## config.mk

```make
export PLATFORM = sky130hd
export DESIGN_NAME = counter_sweep_ctrl
export DESIGN_NICKNAME = d
export VERILOG_FILES = /design/src/rtl/counter_sweep_ctrl.sv
export SDC_FILE = /design/constraint.sdc
export NUM_CORES = 1
export LEC_CHECK = 0
export CAP_MARGIN = 10
export CELL_PAD_IN_SITES_DETAIL_PLACEMENT = 0
export CELL_PAD_IN_SITES_GLOBAL_PLACEMENT = 1
export CORE_MARGIN = 10
export CORE_UTILIZATION = 25
export CTS_BUF_LIST = sky130_fd_sc_hd__clkbuf_16
export DETAILED_ROUTE_END_ITERATION = 8
export MAX_ROUTING_LAYER = met4
export PLACE_DENSITY = 0.58
export SLEW_MARGIN = 0
export SYNTH_ARGS = -nofsm -noshare
export SYNTH_HDL_FRONTEND = slang
export SYNTH_SLANG_ARGS = --single-unit
```

## constraint.sdc

```tcl
create_clock -name clk -period 1.8 [get_ports clk]
set_clock_uncertainty 0.1 [all_clocks]
set_input_delay 0.36 -clock clk [delete_from_list [all_inputs] [get_ports clk]]
set_output_delay 0.36 -clock clk [all_outputs]
set_load 0.02 [all_outputs]
```

## src/rtl/counter_sweep_ctrl.sv

```systemverilog
`default_nettype none
// ============================================================================
// Module   : counter_sweep_ctrl
// Purpose  : Command-driven sweep controller for an up/down counter. Accepts
//            a (lo, hi, sweeps) command and drives the counter lo->hi->lo the
//            requested number of times, keeping it parked with a held load
//            between commands.
// Revision : 1.0 - initial release
// ============================================================================
module counter_sweep_ctrl #(
    parameter int N  = 4,
    parameter int SW = 8
) (
    input  logic          clk,
    input  logic          rst_n,
    input  logic          cmd_valid,
    output logic          cmd_ready,
    input  logic [N-1:0]  cmd_lo,
    input  logic [N-1:0]  cmd_hi,
    input  logic [SW-1:0] cmd_sweeps,
    input  logic          abort,
    input  logic [N-1:0]  count_out,
    input  logic          carry_out,
    output logic          load,
    output logic          up_down,
    output logic [N-1:0]  input_load,
    output logic          busy,
    output logic          done,
    output logic          cmd_err,
    output logic          fault
);

    localparam logic [2:0]    c_IDLE   = 3'd0;
    localparam logic [2:0]    c_LOAD   = 3'd1;
    localparam logic [2:0]    c_UP     = 3'd2;
    localparam logic [2:0]    c_DOWN   = 3'd3;
    localparam logic [2:0]    c_DONE   = 3'd4;

    localparam logic [N:0]    c_TWO_N1 = (N+1)'(2);
    localparam logic [N-1:0]  c_ONE_N  = N'(1);
    localparam logic [SW-1:0] c_ONE_SW = SW'(1);
    localparam logic [SW-1:0] c_ZERO_SW = '0;

    logic [2:0]    r_state;
    logic [N-1:0]  r_lo;
    logic [N-1:0]  r_hi;
    logic [SW-1:0] r_sweeps;
    logic          r_load;
    logic          r_up_down;
    logic [N-1:0]  r_input_load;
    logic          r_done;
    logic          r_cmd_err;
    logic          r_fault;

    logic          w_reject;
    logic          w_accept;

    // A sweep needs at least two steps between bounds; the lo+2 sum is kept
    // in N+1 bits so lo near the top of the range cannot wrap and pass.
    assign w_reject = ({1'b0, cmd_hi} < ({1'b0, cmd_lo} + c_TWO_N1)) ||
                      (cmd_sweeps == c_ZERO_SW);
    assign w_accept = cmd_valid && (r_state == c_IDLE);

    assign cmd_ready  = (r_state == c_IDLE);
    assign busy       = (r_state != c_IDLE);
    assign load       = r_load;
    assign up_down    = r_up_down;
    assign input_load = r_input_load;
    assign done       = r_done;
    assign cmd_err    = r_cmd_err;
    assign fault      = r_fault;

    // Sweep state machine; all counter controls and status flags are registered.
    always_ff @(posedge clk or negedge rst_n) begin
        if (!rst_n) begin
            r_state      <= c_IDLE;
            r_lo         <= '0;
            r_hi         <= '0;
            r_sweeps     <= '0;
            r_load       <= 1'b1;
            r_up_down    <= 1'b1;
            r_input_load <= '0;
            r_done       <= 1'b0;
            r_cmd_err    <= 1'b0;
            r_fault      <= 1'b0;
        end else begin
            r_done    <= 1'b0;
            r_cmd_err <= 1'b0;
            case (r_state)
                c_IDLE: begin
                    r_load <= 1'b1;
                    if (w_accept) begin
                        if (w_reject) begin
                            r_cmd_err <= 1'b1;
                        end else begin
                            r_lo         <= cmd_lo;
                            r_hi         <= cmd_hi;
                            r_sweeps     <= cmd_sweeps;
                            r_input_load <= cmd_lo;
                            r_fault      <= 1'b0;
                            r_state      <= c_LOAD;
                        end
                    end
                end
                c_LOAD: begin
                    if (abort) begin
                        r_input_load <= count_out;
                        r_load       <= 1'b1;
                        r_state      <= c_IDLE;
                    end else begin
                        r_load    <= 1'b0;
                        r_up_down <= 1'b1;
                        r_state   <= c_UP;
                    end
                end
                c_UP: begin
                    if (carry_out) begin
                        r_fault      <= 1'b1;
                        r_input_load <= '0;
                        r_load       <= 1'b1;
                        r_state      <= c_IDLE;
                    end else if (abort) begin
                        r_input_load <= count_out;
                        r_load       <= 1'b1;
                        r_state      <= c_IDLE;
                    end else if (count_out == (r_hi - c_ONE_N)) begin
                        // Counter lands on hi at this edge; turn around next.
                        r_up_down <= 1'b0;
                        r_state   <= c_DOWN;
                    end
                end
                c_DOWN: begin
                    if (carry_out) begin
                        r_fault      <= 1'b1;
                        r_input_load <= '0;
                        r_load       <= 1'b1;
                        r_state      <= c_IDLE;
                    end else if (abort) begin
                        r_input_load <= count_out;
                        r_load       <= 1'b1;
                        r_state      <= c_IDLE;
                    end else if (count_out == (r_lo + c_ONE_N)) begin
                        // Counter lands on lo at this edge; input_load still
                        // holds lo, so raising load parks it there.
                        if (r_sweeps == c_ONE_SW) begin
                            r_load  <= 1'b1;
                            r_done  <= 1'b1;
                            r_state <= c_DONE;
                        end else begin
                            r_sweeps  <= r_sweeps - c_ONE_SW;
                            r_up_down <= 1'b1;
                            r_state   <= c_UP;
                        end
                    end
                end
                c_DONE: begin
                    r_state <= c_IDLE;
                end
                default: begin
                    r_load  <= 1'b1;
                    r_state <= c_IDLE;
                end
            endcase
        end
    end

endmodule
`default_nettype wire
```

### After elaboration in Yosys (flattened, before gate mapping)

Cells that the tools add are included.

* register bits after elaboration: 28
* output and inout port bits: 11
* bits of input ports: 25
* logic and storage cells: 108

* order comparisons: 1
* equal/unequal tests: 22
* add/sub/neg operators: 4
* multiplexer cells: 52
* reductions and logical operators: 17
* bitwise gates (word level): 2

Operators with widths (count)
* $mux 8: 6
* $mux 3: 9
* $mux 1: 26
* $ne 2x2->1 const B: 9
* $mux 4: 4
* $pmux 8 s2: 1
* $ne 4x4->1 const B: 3
* $pmux 3 s4: 1
* $pmux 4 s3: 1
* $reduce_and 4->1: 3
* $reduce_and 9->1: 1
* $reduce_bool 3->1: 3
* $eq 4x4->1: 2
* $eq 8x1->1 const B: 1
* $logic_not 8->1: 1
* $sub 8x1->8 const B: 1
* $reduce_and 7->1: 1
* $eq 3x2->1 const B: 2
* $reduce_and 3->1: 2
* $add 4x2->5 const B: 1
* $lt 4x5->1: 1
* $add 4x1->4 const B: 1
* $ne 2x1->1 const B: 2
* $pmux 1 s4: 1
* other kinds (13): 15

### Longest topological paths before layout

* depth in word-level cells: 6
* mapped depth: 9
* mapped depth without buffers: 8

### Worst setup path before layout

OpenSTA, ideal clock, no wires.

* path type: input to register
* from: input port cmd_lo[1]
* to: register r_input_load[0] (netlist: input_load[0])
* path buffers: 1
* slack: -614 ps
* setup time: 124 ps
* data arrival time: 2190 ps
* required time: 1576 ps
* cell stages on the path: 9
* cells stage by stage: ha_1 > xnor2_1 > ha_1 > o21a_1 > nor2_1 > or4b_1 > clkbuf_2 > a221o_1 > o2bb2ai_1

* cells in the longest elaborated chain, start to end: 5

RTL lines
* start, declared: line 18 `input logic [N-1:0] cmd_lo,`
* $add 4x2->5: line 60 `assign w_reject = ({1'b0, cmd_hi} < ({1'b0, cmd_lo} + c_TWO_N1)) ||`
* $lt 4x5->1: line 60
* $logic_or 1x1->1: line 60
* $ne 2x2->1 (no source line)
* $reduce_and 3->1 (no source line)
* end signal, assigned: line 99 `r_input_load <= cmd_lo;`
* end signal, assigned: line 107 `r_input_load <= count_out;`
* end signal, assigned: line 123 `r_input_load <= count_out;`
* end, declared: line 50 `logic [N-1:0] r_input_load;`

No other way between the ends.
A chain may end at the register's enable or synchronous reset.

### Final worst setup path

* from: input port cmd_lo[2]
* to: register r_input_load[1] (netlist: input_load[1])

The elaborated chain is that of the path after synthesis.

==> implementation parameters <==
Parameter                              Value

STA
  Worst rel slew slack    0.696
  Hold WS    349 ps
  Final Hold Viols    0
  Maximum clock frequency    455 MHz
  Min Clock Period, post-route    2200 ps
  Final-report max-slew violation count    0
  Transition time at the pin with the least slew margin    454 ps
  Share of the clock period used by the worst path after layout    1.22
  Final Worst Setup Slack    -400 ps
  Unrepaired setup endpoints after global routing    yes
  Endpoints failing setup    27

Floorplan
  Total die area    0.0110 mm^2
  Die width    105 um
  Initial core utilization    0.261
  Placeable core area    0.00687 mm^2
  Num ports    36
  Vert. Die Dim    105 um
  Number of standard-cell rows in the floorplan    30

Logic synthesis
  Library cell occupying the most area in the post-synthesis netlist    dfrtp_1
  Synthesized-area fraction occupied by xor and xnor cells    0.0670
  YS warnings    0
  Share of the yosys chip area belonging to registers    0.392
  Post-Syn Instances    182
  Netlist area before placement    0.00179 mm^2
  Top cells by instance count after synthesis    dfrtp_1, nor2_1, a21oi_1, mux2_2, nor3_1
  Post-synth net total    215
  Most common flop cell mapped by yosys    dfrtp_1
  Largest family of logic cells by synthesized area    compound AO/OA/AOI/OAI gates
  Synthesis-stage register bit count    28
  Proportion of synthesized area in mux cells    0.0622
  Post-synthesis compound-gate area fraction    0.205
  Share of flip-flops with an asynchronous set or reset    1.00
  Number of unique standard cell types used by synthesis    48
  Number of flops mapped to enable cells by yosys    0
  Mean Syn Cell Area    9.84 um^2
  Post-synthesis simple-gate area fraction    0.181
  Most common cell in the synthesized netlist    dfrtp_1
  Post-Synth Adder-Cell Area    0.0559
  Area share of the leading cell type in the synthesized netlist    0.363
  Top post-synthesis cells by area    dfrtp_1, mux2_2, ha_1, xnor2_1, nor2_1

Critical path
  Critical path, cell by cell    buf_8 -> ha_4 -> xnor2_2 -> ha_1 -> o21a_1 -> nor2_2 -> or4b_4 -> a221o_1 -> o2bb2ai_1
  Arrival time reported for the critical path endpoint    2250 ps
  Crit. path cell count    9
  Worst R2R Setup Slack    -210 ps
  CP max FO    4
  Buf+Inv Stages, Crit Path    1
  FF-to-FF Start    r_sweeps[1]
  Endpoint of the worst register-to-register path    r_sweeps[2]
  Worst Setup Path Type    input port to flop
  Kind of start point of the critical path    input port
  Data required time of the worst path    1850 ps
  Kind of cell with the highest combined delay on the critical path    compound AO/OA/AOI/OAI gates
  Endpoint kind of the worst setup timing path    flop
  Delay of the slowest cell on the worst path    530 ps
  Cell with the biggest individual delay on the critical path    or4b_4
  Reg2Reg Depth    7

Placed design
  Port-buffer cells    35
  Post-Place Worst Slack    -1250 ps
  Final HPWL DP    4200 um
  Number of instances in the placed design    362
  Final weighted congestion in routability-driven placement    0.828
  Placed Instance Area    0.00267 mm^2

Layout
  Final #Nets    307
  Final design instance area without fill    0.00288 mm^2
  Final antenna diode count    0
  Fraction of final layout cells sized beyond drive strength 1    0.366
  Area grow syn2layout    61.0%
  Final instance count without filler cells    369
  Fill cell total of the finished layout    683

Global route
  Pin count of the biggest net entering global routing    29
  Global Route Usage Sum    0.100
  First-pass GRT wire length    9020 um
  Global route overflow    0
  Number of antenna violations at the first check in global routing    0
  Number of global-route vias before repair    1875

Routing
  Violation count after the first detailed-routing iteration    42
  Vias per inst    4.63
  Wire length per cell    14.2 um
  Residual DRC count    0
  Total vias in the final route    1707
  First-pass detailed-route iteration total    4
  Routed Wire Length    5230 um
  Post-DRT Antenna Nets    0

Clock tree
  # H-tree levels    1
  Num CTS Buffers    3
  Clock transition at the registers of the reported paths    70 ps
  Number of buffers added to fix hold violations after cts    0
  Buffer type at the clock tree root    clkbuf_16
  # clock sinks    28
  Clock latency reported for the late side of the worst-skew pair    260 ps
  Number of buffers on the longest clock path    2
  CTS tree    built

Job
  # Max-Cap Violations    0

Worst hold path
  Hold-critical path depth    3
  Worst Hold End    r_lo[2]
  Class of the tightest hold or removal check    input port to flop
  Worst min-delay path startpoint    cmd_lo[2]

Status
  Outcome    finished, violations left
  Violated checks    setup timing

Pwr
  Total Power    3580 uW
  Leakage    0.00124 uW
  Power density over cell area    1240 mW/mm^2
  Worst vdd ir    583 uV
==> sequential cells by signal (all words and copies together), names as in the netlist <==
| name | count |
|---|---|
| done | 1 |
| fault | 1 |
| up_down | 1 |
| r_hi | 4 |
| r_lo | 4 |
| r_state | 3 |
| cmd_err | 1 |
| input_load | 4 |
| load | 1 |
| r_sweeps | 8 |
==> cell type report <==
class / count / area, um^2 / area share
repair buffers: 95 / 810 / 0.281
clock buffers: 3 / 75.1 / 0.0260
flip-flops and latches: 28 / 703 / 0.244
well taps: 96 / 120 / 0.0416
clock inverters: 1 / 30.0 / 0.0104
inverters: 7 / 28.8 / 0.00998
multi-input cells: 139 / 1120 / 0.387
==> metal layers <==
layer | GRT usage | wire length [um] | up-vias
met3 | 0.0135 | 75 | 4
met1 | 0.127 | 2570 | 808
met5 | - | 0 | -
met2 | 0.163 | 2540 | 26
met4 | 0.0265 | 42 | 0
li1 | - | - | 869
==> through the flow <==
step / TNS [ps] / utilization
after global routing: -9920 / 0.420
after global placement: -28330 / 0.388
after CTS: -7540 / 0.416
after detailed placement: -28720 / 0.388
after floorplan: -9670 / -
final: -6950 / 0.420
==> power breakdown <==
part / switching [uW] / internal (uW)
registers: 186 / 896
clock network: 226 / 443
logic: 819 / 1010
==> cell usage in the layout, fill, tap and decap left out, types with 3 or more instances in the layout <==
cell / n
o21ai_0: 3
nor3_1: 7
xnor2_1: 7
a21oi_1: 9
a22oi_1: 4
xor2_1: 3
o221ai_1: 6
buf_4: 58
nor2b_1: 3
dlygate4sd2_1: 6
dfrtp_1: 26
ha_1: 7
o21ai_1: 4
nand2_1: 8
clkdlybuf4s50_1: 24
mux2_2: 9
inv_1: 5
buf_6: 5
nor2_1: 14
clkbuf_16: 3
nand3_1: 7
o2bb2ai_1: 4
==> worst max path at each step <==
stage	slack [ps]	start	to
6_report	-400	cmd_lo[2]	input_load[1]
5_1_grt	-480	cmd_lo[2]	input_load[0]
4_1_cts	-410	cmd_lo[2]	input_load[0]
3_5_place_dp	-1250	cmd_lo[1]	r_lo[0]
3_3_place_gp	-1220	cmd_lo[1]	r_lo[1]
2_1_floorplan	-590	cmd_lo[2]	input_load[0]
==> cell families (layout without fill, tap and decap cells) <==
family          after synthesis  in the layout
simple gates                 61             61
compound gates               48             48
flops                        28             28
buf+inv                      15            106
xor+xnor                     12             12
mux                          10             10
fa+ha+maj                     8              8
==> tightest hold or removal path, stage by stage <==
cell and delay, ps:
buf_8 80, buf_4 110, mux2_2 130
==> repair_timing <==
item                       CTS  global route
buffers inserted             2             1
resized for setup           49             8
cloned                       0             0
setup endpoints to repair   31            28
pin swaps                   16             1
No activity file was read; power rests on OpenSTA's default activity.
